[src/rtl/mul_share_arbiter_if.sv]
// Requester / response bus of mul_share_arbiter.
// master: requesters plus response consumer. slave: the arbiter.
interface mul_share_arbiter_if #(
  parameter int unsigned WIDTH   = 16,
  parameter int unsigned NUM_REQ = 4,
  parameter int unsigned ID_W    = 2
) ();

  logic [NUM_REQ-1:0]       req_valid;
  logic [NUM_REQ*WIDTH-1:0] req_a;
  logic [NUM_REQ*WIDTH-1:0] req_b;
  logic [NUM_REQ-1:0]       req_ready;
  logic                     resp_valid;
  logic                     resp_ready;
  logic [ID_W-1:0]          resp_id;
  logic signed [2*WIDTH:0]  resp_product;
  logic                     resp_error;

  modport master (
    output req_valid, req_a, req_b, resp_ready,
    input  req_ready, resp_valid, resp_id, resp_product, resp_error
  );

  modport slave (
    input  req_valid, req_a, req_b, resp_ready,
    output req_ready, resp_valid, resp_id, resp_product, resp_error
  );

endinterface

[src/rtl/mul_share_arbiter.sv]
// Round-robin scheduler sharing one shift-and-add multiplier among NUM_REQ requesters.
// One transaction in flight: accept -> issue -> wait for mul_ready -> hold response.
// Optional watchdog abort of a stuck multiplier: define MUL_ARB_TIMEOUT_EN.
module mul_share_arbiter #(
  parameter int unsigned WIDTH       = 16,
  parameter int unsigned NUM_REQ     = 4,
  parameter int unsigned ID_W        = $clog2(NUM_REQ),
  parameter int unsigned MUL_TIMEOUT = 40
) (
  input  logic                    clk,
  input  logic                    reset,
  mul_share_arbiter_if.slave      bus,
  output logic                    mul_valid,
  output logic signed [WIDTH-1:0] mul_a,
  output logic signed [WIDTH-1:0] mul_b,
  output logic                    mul_reset,
  input  logic signed [2*WIDTH:0] mul_product,
  input  logic                    mul_ready
);

  // Reject configurations the round-robin search and watchdog cannot handle.
  if (NUM_REQ < 2 || MUL_TIMEOUT < 1) begin : g_bad_cfg
    $error("mul_share_arbiter: NUM_REQ must be >= 2 and MUL_TIMEOUT >= 1");
  end

  typedef enum logic [1:0] {IDLE, ISSUE, BUSY, RESP} state_t;

  state_t                  state_q;
  logic [ID_W-1:0]         rr_ptr_q;
  logic [ID_W-1:0]         resp_id_q;
  logic                    resp_valid_q;
  logic signed [2*WIDTH:0] resp_product_q;
  logic                    mul_valid_q;
  logic signed [WIDTH-1:0] mul_a_q;
  logic signed [WIDTH-1:0] mul_b_q;

  logic                    grant_found;
  logic [ID_W-1:0]         grant_idx;
  logic [ID_W-1:0]         cand;
  logic signed [WIDTH-1:0] a_arr [NUM_REQ];
  logic signed [WIDTH-1:0] b_arr [NUM_REQ];

`ifdef MUL_ARB_TIMEOUT_EN
  localparam int unsigned WD_W = $clog2(MUL_TIMEOUT + 1);
  logic [WD_W-1:0] wd_cnt_q;
  logic            mul_abort_q;
  logic            resp_error_q;
`endif

  // Unpack the flat operand buses per requester.
  for (genvar g = 0; g < NUM_REQ; g++) begin : g_unpack
    assign a_arr[g] = bus.req_a[g*WIDTH +: WIDTH];
    assign b_arr[g] = bus.req_b[g*WIDTH +: WIDTH];
  end

  // First valid requester at or after rr_ptr, searching cyclically (lowest offset wins).
  always_comb begin
    grant_found = 1'b0;
    grant_idx   = '0;
    cand        = '0;
    for (int k = NUM_REQ - 1; k >= 0; k--) begin
      cand = ID_W'((int'(rr_ptr_q) + k) % NUM_REQ);
      if (bus.req_valid[cand]) begin
        grant_found = 1'b1;
        grant_idx   = cand;
      end
    end
  end

  // Accept strobe is combinational and only exists in IDLE outside reset.
  assign bus.req_ready = (!reset && state_q == IDLE && grant_found) ?
                         (NUM_REQ'(1) << grant_idx) : '0;

  assign bus.resp_valid   = resp_valid_q;
  assign bus.resp_id      = resp_id_q;
  assign bus.resp_product = resp_product_q;
  assign mul_valid        = mul_valid_q;
  assign mul_a            = mul_a_q;
  assign mul_b            = mul_b_q;

`ifdef MUL_ARB_TIMEOUT_EN
  assign bus.resp_error = resp_error_q;
  assign mul_reset      = reset || mul_abort_q;
`else
  assign bus.resp_error = 1'b0;
  assign mul_reset      = reset;
`endif

  // Transaction FSM with registered outputs.
  always_ff @(posedge clk) begin
    if (reset) begin
      state_q        <= IDLE;
      rr_ptr_q       <= '0;
      resp_id_q      <= '0;
      resp_valid_q   <= 1'b0;
      resp_product_q <= '0;
      mul_valid_q    <= 1'b0;
      mul_a_q        <= '0;
      mul_b_q        <= '0;
`ifdef MUL_ARB_TIMEOUT_EN
      wd_cnt_q       <= '0;
      mul_abort_q    <= 1'b0;
      resp_error_q   <= 1'b0;
`endif
    end else begin
`ifdef MUL_ARB_TIMEOUT_EN
      mul_abort_q <= 1'b0;
`endif
      case (state_q)
        IDLE: begin
          if (grant_found) begin
            mul_a_q     <= a_arr[grant_idx];
            mul_b_q     <= b_arr[grant_idx];
            resp_id_q   <= grant_idx;
            mul_valid_q <= 1'b1;
            state_q     <= ISSUE;
          end
        end
        ISSUE: begin
          mul_valid_q <= 1'b0;
`ifdef MUL_ARB_TIMEOUT_EN
          wd_cnt_q    <= '0;
`endif
          state_q     <= BUSY;
        end
        BUSY: begin
          if (mul_ready) begin
            resp_product_q <= mul_product;
            resp_valid_q   <= 1'b1;
`ifdef MUL_ARB_TIMEOUT_EN
            resp_error_q   <= 1'b0;
`endif
            state_q        <= RESP;
          end
`ifdef MUL_ARB_TIMEOUT_EN
          else if (wd_cnt_q == WD_W'(MUL_TIMEOUT - 1)) begin
            mul_abort_q    <= 1'b1;
            resp_product_q <= '0;
            resp_error_q   <= 1'b1;
            resp_valid_q   <= 1'b1;
            state_q        <= RESP;
          end else begin
            wd_cnt_q <= wd_cnt_q + WD_W'(1);
          end
`endif
        end
        RESP: begin
          if (bus.resp_ready) begin
            resp_valid_q <= 1'b0;
            rr_ptr_q     <= (resp_id_q == ID_W'(NUM_REQ - 1)) ? '0 : resp_id_q + ID_W'(1);
            state_q      <= IDLE;
          end
        end
        default: state_q <= IDLE;
      endcase
    end
  end

endmodule

[src/flat_wrapper.sv]
// flat-port wrapper written by rule: the top's interface ports become plain ports
module mul_share_arbiter_flat 
#(
  parameter int unsigned WIDTH       = 16,
  parameter int unsigned NUM_REQ     = 4,
  parameter int unsigned ID_W        = $clog2(NUM_REQ),
  parameter int unsigned MUL_TIMEOUT = 40
)
  (clk, reset, mul_valid, mul_a, mul_b, mul_reset, mul_product, mul_ready, bus_req_valid, bus_req_a, bus_req_b, bus_resp_ready, bus_req_ready, bus_resp_valid, bus_resp_id, bus_resp_product, bus_resp_error);
  mul_share_arbiter_if #(.WIDTH(WIDTH), .NUM_REQ(NUM_REQ), .ID_W(ID_W)) bus_i ();
  input  logic clk;
  input  logic reset;
  output logic mul_valid;
  output logic signed [WIDTH-1:0] mul_a;
  output logic signed [WIDTH-1:0] mul_b;
  output logic mul_reset;
  input  logic signed [2*WIDTH:0] mul_product;
  input  logic mul_ready;
  input wire logic [$bits(bus_i.req_valid)-1:0] bus_req_valid;
  input wire logic [$bits(bus_i.req_a)-1:0] bus_req_a;
  input wire logic [$bits(bus_i.req_b)-1:0] bus_req_b;
  input wire logic [$bits(bus_i.resp_ready)-1:0] bus_resp_ready;
  output wire logic [$bits(bus_i.req_ready)-1:0] bus_req_ready;
  output wire logic [$bits(bus_i.resp_valid)-1:0] bus_resp_valid;
  output wire logic [$bits(bus_i.resp_id)-1:0] bus_resp_id;
  output wire logic [$bits(bus_i.resp_product)-1:0] bus_resp_product;
  output wire logic [$bits(bus_i.resp_error)-1:0] bus_resp_error;
  assign bus_i.req_valid = bus_req_valid;
  assign bus_i.req_a = bus_req_a;
  assign bus_i.req_b = bus_req_b;
  assign bus_i.resp_ready = bus_resp_ready;
  assign bus_req_ready = bus_i.req_ready;
  assign bus_resp_valid = bus_i.resp_valid;
  assign bus_resp_id = bus_i.resp_id;
  assign bus_resp_product = bus_i.resp_product;
  assign bus_resp_error = bus_i.resp_error;
  mul_share_arbiter #(.WIDTH(WIDTH), .NUM_REQ(NUM_REQ), .ID_W(ID_W), .MUL_TIMEOUT(MUL_TIMEOUT)) u_core (.clk(clk), .reset(reset), .bus(bus_i), .mul_valid(mul_valid), .mul_a(mul_a), .mul_b(mul_b), .mul_reset(mul_reset), .mul_product(mul_product), .mul_ready(mul_ready));
endmodule
[config.mk]
export PLATFORM = sky130hd
export DESIGN_NAME = mul_share_arbiter_flat
export DESIGN_NICKNAME = d
export VERILOG_FILES = /design/src/rtl/mul_share_arbiter_if.sv /design/src/rtl/mul_share_arbiter.sv /design/src/flat_wrapper.sv
export SDC_FILE = /design/constraint.sdc
export NUM_CORES = 1
export LEC_CHECK = 0
export CAP_MARGIN = 20
export CORE_ASPECT_RATIO = 0.7
export CORE_MARGIN = 4
export CORE_UTILIZATION = 33
export DETAILED_ROUTE_END_ITERATION = 12
export PLACE_DENSITY = 0.76
export REMOVE_ABC_BUFFERS = 1
export SLEW_MARGIN = 20
export SYNTH_ARGS = -nofsm -noshare
export SYNTH_HDL_FRONTEND = slang
export SYNTH_SLANG_ARGS = --single-unit
[constraint.sdc]
create_clock -name clk -period 1.6 [get_ports clk]
set_input_delay 0.16 -clock clk [delete_from_list [all_inputs] [get_ports clk]]
set_output_delay 0.16 -clock clk [all_outputs]
set_load 0.01 [all_outputs]
# Word-level counts from Yosys, hierarchy flattened
# Index checks and enable logic that the tools add are counted.
[word_totals]
regBits = 73
latchBits = 0
ram_bits = 0
mem_bits_ro = 0
input_bits = 169
out_inout_bits = 75
wordCells = 71
mem_count = 0
[classes]
addsub = 4
multipliers = 0
div = 0
magnitude_cmp = 5
n_eq_ne = 7
shift = 1
n_mux = 33
n_bitwise = 1
reduce_logical = 12
[ops]
columns = ["cell", "n"]
rows = [
  ["16-bit binary-select mux with 2-bit select", 2],
  ["16-bit 2-to-1 mux", 4],
  ["2-bit 2-to-1 mux", 8],
  ["2-bit by 3-bit less-than comparator with 1-bit output, second input constant", 4],
  ["1-bit 2-to-1 mux", 11],
  ["1-bit binary-select mux with 2-bit select", 4],
  ["2-bit one-hot mux with 4 select lines", 1],
  ["2-bit AND reduction", 4],
  ["2-bit == test, second input constant", 3],
  ["3-bit AND reduction", 2],
  ["2-bit by 1-bit adder with 2-bit output, second input constant", 2],
  ["2-bit adder, second input constant", 2],
  ["4-bit 2-to-1 mux", 1],
  ["2-bit != test, second input constant", 2],
  ["1-bit one-hot mux with 2 select lines", 2],
  ["2-bit nonzero test", 2],
  ["1-bit by 2-bit << shifter with 4-bit output, first input constant", 1],
  ["3-bit greater-or-equal comparator, second input constant", 1],
  ["2-bit NOT with 3-bit output", 1],
  ["2-bit by 1-bit == test with 1-bit output, second input constant", 1],
  ["1-bit logical AND", 2],
  ["2-bit zero test", 1],
  ["2-bit by 1-bit != test with 1-bit output, second input constant", 1],
  ["1-bit zero test", 1],
]

# Longest topological paths before layout
# Gate-level depths: netlist of run 1.
[depth]
depth_word = 11
depth_mapped = 8
ltp_nobuf = 6

# Worst setup path after synthesis of run 1
# OpenSTA, ideal clock, no wires.
[synth_timing]
path_type = "register to output"
start = "register u_core.state_q[0]"
end = "output bus_req_ready[3]"
arrival_ns = 1.631
t_required_ns = 1.440
slack_ns = -0.191
path_stages_with_launch = 8
path_buffers = 2
path_cell_list = "dfxtp_1 > inv_1 > ha_1 > nor2b_1 > buf_2 > clkbuf_1 > nand2_1 > nor4_1"
[synth_via]
elab_chain_cells = 4
[synth_lines]
columns = ["item", "line", "source"]
rows = [
  ["start, declared", "mul_share_arbiter.sv:28", "state_t state_q;"],
  ["start signal, assigned", "mul_share_arbiter.sv:92", "state_q <= IDLE;"],
  ["start signal, assigned", "mul_share_arbiter.sv:116", "state_q <= ISSUE;"],
  ["start signal, assigned", "mul_share_arbiter.sv:124", "state_q <= BUSY;"],
  ["2-bit zero test", "mul_share_arbiter.sv:71", "assign bus.req_ready = (!reset && state_q == IDLE && grant_found) ?"],
  ["1-bit logical AND (2 in a row)", "mul_share_arbiter.sv:71", ""],
  ["4-bit 2-to-1 mux", "mul_share_arbiter.sv:71", ""],
  ["end, declared", "flat_wrapper.sv:23", "output wire logic [$bits(bus_i.req_ready)-1:0] bus_req_ready;"],
]
# No other way between the ends.

# Worst setup path after layout of run 1
[layout_timing]
start = "register u_core.rr_ptr_q[1]"
end = "output bus_req_ready[3]"
[layout_via]
elab_chain_cells = 9
elab_cells_between_ends = 22
classes_between = "add/sub (3); shift (1); mux (17); reduce/logical (1)"
[layout_lines]
columns = ["item", "line", "source"]
rows = [
  ["start, declared", "mul_share_arbiter.sv:29", "logic [ID_W-1:0] rr_ptr_q;"],
  ["start signal, assigned", "mul_share_arbiter.sv:150", "rr_ptr_q <= (resp_id_q == ID_W'(NUM_REQ - 1)) ? '0 : resp_id_q + ID_W'(1);"],
  ["2-bit adder", "mul_share_arbiter.sv:62", "cand = ID_W'((int'(rr_ptr_q) + k) % NUM_REQ);"],
  ["1-bit binary-select mux with 2-bit select", "mul_share_arbiter.sv:63", "if (bus.req_valid[cand]) begin"],
  ["1-bit 2-to-1 mux (not written as such)", "mul_share_arbiter.sv:63", ""],
  ["2-bit 2-to-1 mux / 1-bit 2-to-1 mux (equally long branches) (4 in a row)", "mul_share_arbiter.sv:63", ""],
  ["1-bit by 2-bit << shifter with 4-bit output / 1-bit logical AND (equally long branches)", "mul_share_arbiter.sv:72, mul_share_arbiter.sv:71", ""],
  ["4-bit 2-to-1 mux *", "mul_share_arbiter.sv:71", ""],
]
# Every way passes the cells marked *; elsewhere a longest branch is shown, timed or not. The select of a mux whose other input is x is not followed.

==> results of run 1 <==
per-stage QoR:
step	instances	worst slack [ps]	hold slack [ps]	power, uW
CTS	820	-232	326	8780
floorplan	361	-1810	229	4110
finish	824	-243	358	8860
global placement	798	-616	442	6270
global route	824	-295	365	9320
detailed placement	798	-668	448	6390
repair_timing:
action,CTS,global route
gates cloned,3,1
pin swaps,6,6
setup endpoints to repair,39,39
gates resized for setup,60,41
hold buffers,0,0
setup buffers,3,3
worst max path at each step:
stage	endpoint	depth (start not counted)	from
after global routing	bus_req_ready[3]	6	u_core.rr_ptr_q[1]
after detailed placement	u_core.mul_a[2]	8	bus_req_valid[2]
after CTS	bus_req_ready[0]	5	u_core.rr_ptr_q[1]
after floorplan	u_core.mul_b[4]	5	u_core.state_q[0]
after global placement	bus_req_ready[0]	6	bus_req_valid[2]
final	bus_req_ready[3]	6	u_core.rr_ptr_q[1]
report_power, final:
part / switching (uW) / internal, uW
clock network: 815 / 1220
registers: 246 / 2260
logic: 1950 / 2360
flip-flops by register name (all words and copies together) (netlist names):
register and flops:
u_core.state_q 2, u_core.mul_valid 1, u_core.bus.resp_valid 1, u_core.bus.resp_id 2, u_core.bus.resp_product 33, u_core.mul_b 16
u_core.mul_a 16, u_core.rr_ptr_q 2
placed cells by master, fill, tap and decap left out, types with 2 or more instances in the layout:
cell type          n
dfxtp_1           71
inv_6              2
inv_2              2
buf_6              5
buf_4             32
dlygate4sd2_1      4
nor2_4             2
nor4_2             2
a21oi_1           42
mux2i_4            2
mux2i_1           31
clkinvlp_4         3
buf_12             7
a221oi_2          32
clkdlybuf4s50_1  233
buf_16             4
mux2i_2           32
nor2_1             7
nand2_1           76
ha_1               3
buf_2              5
clkbuf_16         10
buf_8              3
inv_1              4
o21bai_1          32
cell type report:
| type | instances | area, um^2 | area share (%) |
|---|---|---|---|
| Clock buffer | 9 | 225 | 3.06 |
| Sequential cell | 73 | 1470 | 19.9 |
| Clock inverter | 7 | 78.8 | 1.07 |
| Tap cell | 153 | 191 | 2.60 |
| Multi-Input combinational cell | 282 | 2360 | 32.1 |
| Inverter | 6 | 22.5 | 0.306 |
| Timing Repair Buffer | 294 | 3010 | 40.9 |
layer usage:
layer | wire length, um | part of all wire (%) | vias up
li1 | - | - | 1976
met1 | 6040 | 40 | 1940
met2 | 7600 | 51 | 159
met3 | 1140 | 7.6 | 18
met4 | 172 | 1.2 | 0
met5 | 0 | 0 | -
worst max-delay path, cell delays in order (launching register included):
cell,delay (ps)
dfxtp_4,380
a21o_1,170
a21oi_1,150
o22a_2,250
nand2_4,90
nor4_2,150
buf_2,170
cells by family (layout without fill, tap and decap cells):
kind of cell	count (synthesis)	in the layout	synth area share, %
fa+ha+maj	5	5	1.65
simple gates	98	98	10.8
other cells	1	1	0.0989
compound gates	113	113	25.8
mux	65	65	17.2
buf+inv	41	316	6.01
flops	73	73	38.6
==> results.py, run 1 <==
metrics = {
    "outcome": {
        "status": "complete, but fails checks",
        "violations": "setup timing",
    },
    "floorplan": {
        "io_pins": 244,
        "row_count": 32,
        "fp.dieH_um": 97.7,
        "core_area_um2": 11100,
        "die_width_um": 136,
        "initial_core_util_pct": 34.0,
        "dieArea_um2": 13300,
    },
    "yosys": {
        "syn-cell-area_um2": 3790,
        "dominantRegCellSynth": "dfxtp_1",
        "yosys.area.top_type": "dfxtp_1",
        "synth-seq-cells": 73,
        "synth_area_leaders": "dfxtp_1 (39%), mux2i_1 (17%), a221oi_2 (12%)",
        "ys_async_sr_fraction_pct": 0,
        "synth_top_area_share_pct": 38.6,
        "synth_edf_count": 0,
        "ys_warn_count": 0,
        "yosysSeqAreaShare_pct": 38.6,
        "synth_most_common_cell": "nand2_1",
        "syn_inst": 396,
        "ys_types": 34,
        "synth.avg_cell_area_um2": 9.57,
        "synth_common_cells": "nand2_1 (77), dfxtp_1 (73), mux2i_1 (65), a21oi_1 (42), o21bai_1 (32)",
    },
    "grt": {
        "grt_start_max_net_pins": 36,
        "gr-usage-met3_pct": 6.83,
        "met2_usage_pct": 36.3,
        "grt.overflow.total": 0,
        "groute.usage.overall_pct": 20.3,
        "grt_first_pass_wirelength_um": 21500,
        "busiest_layer": "met2",
        "grt_pass1_vias": 4211,
        "grt_antenna_before_repair": 0,
        "gr-usage-met1_pct": 23.7,
    },
    "setup_path": {
        "worstSetupStartpointType": "flip-flop",
        "crit_type": "reg -> out",
        "cp_max_fo": 6,
        "r2r_start": "u_core.rr_ptr_q[1]",
        "crit-reg2reg-capture": "u_core.mul_b[1]",
        "crit_path_end_kind": "output pin",
        "crit_arrival_ps": 1680,
        "rrSetupSlack_ps": -170,
        "cp.required_ps": 1440,
        "r2r_cells": 7,
    },
    "worst_hold_path": {
        "hold_depth": 3,
        "min_from": "reset",
        "hp-class": "in -> reg",
        "min_to": "u_core.bus.resp_product[19]",
    },
    "sta": {
        "hold_violations": 0,
        "layout_setup_ws_ps": -243,
        "drv_slew": 0,
        "rsz0062_at_grt": "true",
        "min_period_ps": 1840,
        "skew_ps": 8.77,
        "clock.fmax_mhz": 543,
        "setup-tns-final_ps": -5130,
        "final.period_utilization_pct": 115,
        "setup_violations": 36,
    },
    "cts": {
        "cts-root-buf": "clkbuf_16",
        "cts_buffer_depth": 2,
        "cts_tree": "yes",
        "path_clk_slew_ps": 60,
        "h-tree-depth": 3,
        "clock_sinks": 73,
        "worst_skew_pair.late_latency_ps": 330,
        "cts_made_buffers": 9,
    },
    "layout": {
        "n_fill_cell": 850,
        "final_core_utilization_pct": 66.1,
        "fin_area_um2": 7360,
        "fin_nets": 840,
        "drive_gt1_share_pct": 23.8,
        "synthToLayoutAreaGrowth_pct": 94.2,
        "antennaDiodeCount": 0,
    },
    "power_and_ir_drop": {
        "power.density_nw_per_um2": 1200,
        "leakagePower_uw": 0.00278,
        "ir_drop_mv": 0.608,
    },
    "routing": {
        "num_vias": 4093,
        "drt_pass1_iterations": 4,
        "drc": 0,
        "wirelength_um": 14900,
        "drtAntennaViolNets": 0,
        "vias_per_cell": 4.97,
        "initialDrtViolationCount": 112,
        "wl_per_cell_um": 18.1,
    },
    "placement": {
        "place_area_um2": 6600,
        "gp_congestion": 0.880,
        "hpwl_um": 10800,
        "numPortBuffers": 242,
    },
    "flow_run": {
        "drv_cap": 0,
    },
}
No activity file was read; power rests on OpenSTA's default activity.
==> inputs of run 2 (changes only) <==
- CORE_UTILIZATION: 33 -> 40
- PLACE_DENSITY: 0.76 -> 0.86
- SKIP_CTS_REPAIR_TIMING: unset -> 1
- clock period: 1.6 -> 2.4 ns (I/O delays scaled with it)
==> results.py, run 2 (synthesis gave the netlist of run 1 again) <==
metrics = {
    "sta": {
        "final.period_utilization_pct": 99.4,
        "rsz0062_at_grt": "true",
        "worst_slew_pin_slew_ps": 661,
        "slew-limit-headroom_pct": 55.9,
        "clock.fmax_mhz": 419,
        "min_period_ps": 2390,
        "setup-tns-final_ps": 0,
        "skew_ps": 2.90,
        "setup_violations": 0,
        "timing.hold.ws_ps": 255,
        "drv_slew": 0,
        "layout_setup_ws_ps": 13.6,
        "hold_violations": 0,
    },
    "setup_path": {
        "crit_path_end_kind": "output pin",
        "cp.required_ps": 2160,
        "crit_arrival_ps": 2150,
        "crit_type": "in -> out",
        "worstSetupStartpointType": "input pin",
        "cp_max_fo": 4,
    },
    "floorplan": {
        "initial_core_util_pct": 41.4,
        "row_count": 29,
        "die_width_um": 124,
        "fp.dieH_um": 89.4,
        "dieArea_um2": 11100,
        "core_area_um2": 9140,
        "io_pins": 244,
    },
    "routing": {
        "drc": 0,
        "wirelength_um": 13300,
        "initialDrtViolationCount": 212,
        "drtAntennaViolNets": 0,
        "wl_per_cell_um": 17.4,
        "num_vias": 3935,
        "drt_pass1_iterations": 4,
        "vias_per_cell": 5.16,
    },
    "placement": {
        "place_area_um2": 6350,
        "hpwl_um": 10100,
        "numPortBuffers": 242,
        "dp.cells": 746,
        "gp_congestion": 0.867,
        "pre_cts_ws_ps": -88.3,
    },
    "grt": {
        "grt_first_pass_wirelength_um": 20600,
        "grt_antenna_before_repair": 0,
        "groute.usage.overall_pct": 23.0,
        "grt.overflow.total": 0,
        "grt_pass1_vias": 4053,
        "grt_start_max_net_pins": 69,
    },
    "cts": {
        "cts_buffer_depth": 2,
        "worst_skew_pair.late_latency_ps": 330,
        "h-tree-depth": 3,
        "cts_tree": "yes",
        "cts_made_buffers": 9,
        "clock_sinks": 73,
        "cts-root-buf": "clkbuf_16",
        "path_clk_slew_ps": 60,
    },
    "layout": {
        "drive_gt1_share_pct": 11.9,
        "fin_area_um2": 6750,
        "antennaDiodeCount": 0,
        "most-common-layout-cells": "clkdlybuf4s50_1 (236), nand2_1 (77), dfxtp_1 (72), mux2i_1 (65), a21oi_1 (42)",
        "fin_nets": 807,
        "largest_register_ff_count": 33,
        "register_area_um2": 1460,
        "synthToLayoutAreaGrowth_pct": 78.1,
        "layout.cells.non_filler": 762,
        "final_common_cell": "clkdlybuf4s50_1",
        "multi_input_area_um2": 2140,
        "n_fill_cell": 660,
    },
    "flow_run": {
        "drv_cap": 0,
    },
    "power_and_ir_drop": {
        "power.density_nw_per_um2": 831,
        "leakagePower_uw": 0.00262,
        "ir_drop_mv": 0.496,
    },
    "outcome": {
        "status": "completed",
    },
    "worst_hold_path": {
        "hp-class": "in -> reg",
    },
}
==> run 2: cell count changes in the layout (fill, tap and decap cells not counted), sizes merged <==
cell / delta
clkbuf: +2
clkdlybuf4s50: +3
dlymetal6s2s: +5
clkinv: -1
clkinvlp: -2
bufinv: +2
dlygate4sd2: -4
inv: -2
buf: -36
==> run 2: worst max-delay path, cell delays in order <==
cell and delay, ps:
clkdlybuf4s50_1 440, buf_4 160, nor4_2 350, nand2b_1 280, nor4b_4 70, buf_4 140, clkdlybuf4s50_1 470
==> run 2: final cells by class <==
type | instances | share of cell area [%]
Clock buffer | 12 | 3.95
Clock inverter | 4 | 1.45
Inverter | 6 | 0.334
Multi-Input combinational cell | 282 | 31.6
Sequential cell | 73 | 21.7
Tap cell | 124 | 2.30
Timing Repair Buffer | 261 | 38.7
==> run 2: layer usage <==
layer  wire length, um  part of all wire, %  global-route usage (%)
met1              5420                   41                    26.4
met2              6740                   51                    42.0
met3               773                  5.8                    6.45
met4               333                  2.5                    7.96
met5                 0                    0                       0
==> run 2: final timing paths <==
check,from,end,slack (ps),cells after the start
setup / recovery,bus_req_valid[2],bus_req_ready[1],10,7
hold reg to reg,u_core.bus.resp_product[31],u_core.bus.resp_product[31],450,2
hold / removal,reset,u_core.state_q[1],250,2
setup reg to reg,u_core.rr_ptr_q[1],u_core.mul_b[15],390,7
==> run 2: stage by stage <==
| step | utilization [%] | power [uW] |
|---|---|---|
| global placement | 69.4 | 3950 |
| finish | 73.8 | 5610 |
| floorplan | - | 2750 |
| global route | 73.8 | 5910 |
| detailed placement | 69.4 | 4020 |
| CTS | 73.4 | 5640 |
==> run 2: power by group <==
| group | internal, uW | switching [uW] | total [uW] |
|---|---|---|---|
| Sequential | 1510 | 165 | 1670 |
| Combinational | 1210 | 1130 | 2340 |
| Clock | 1100 | 498 | 1600 |
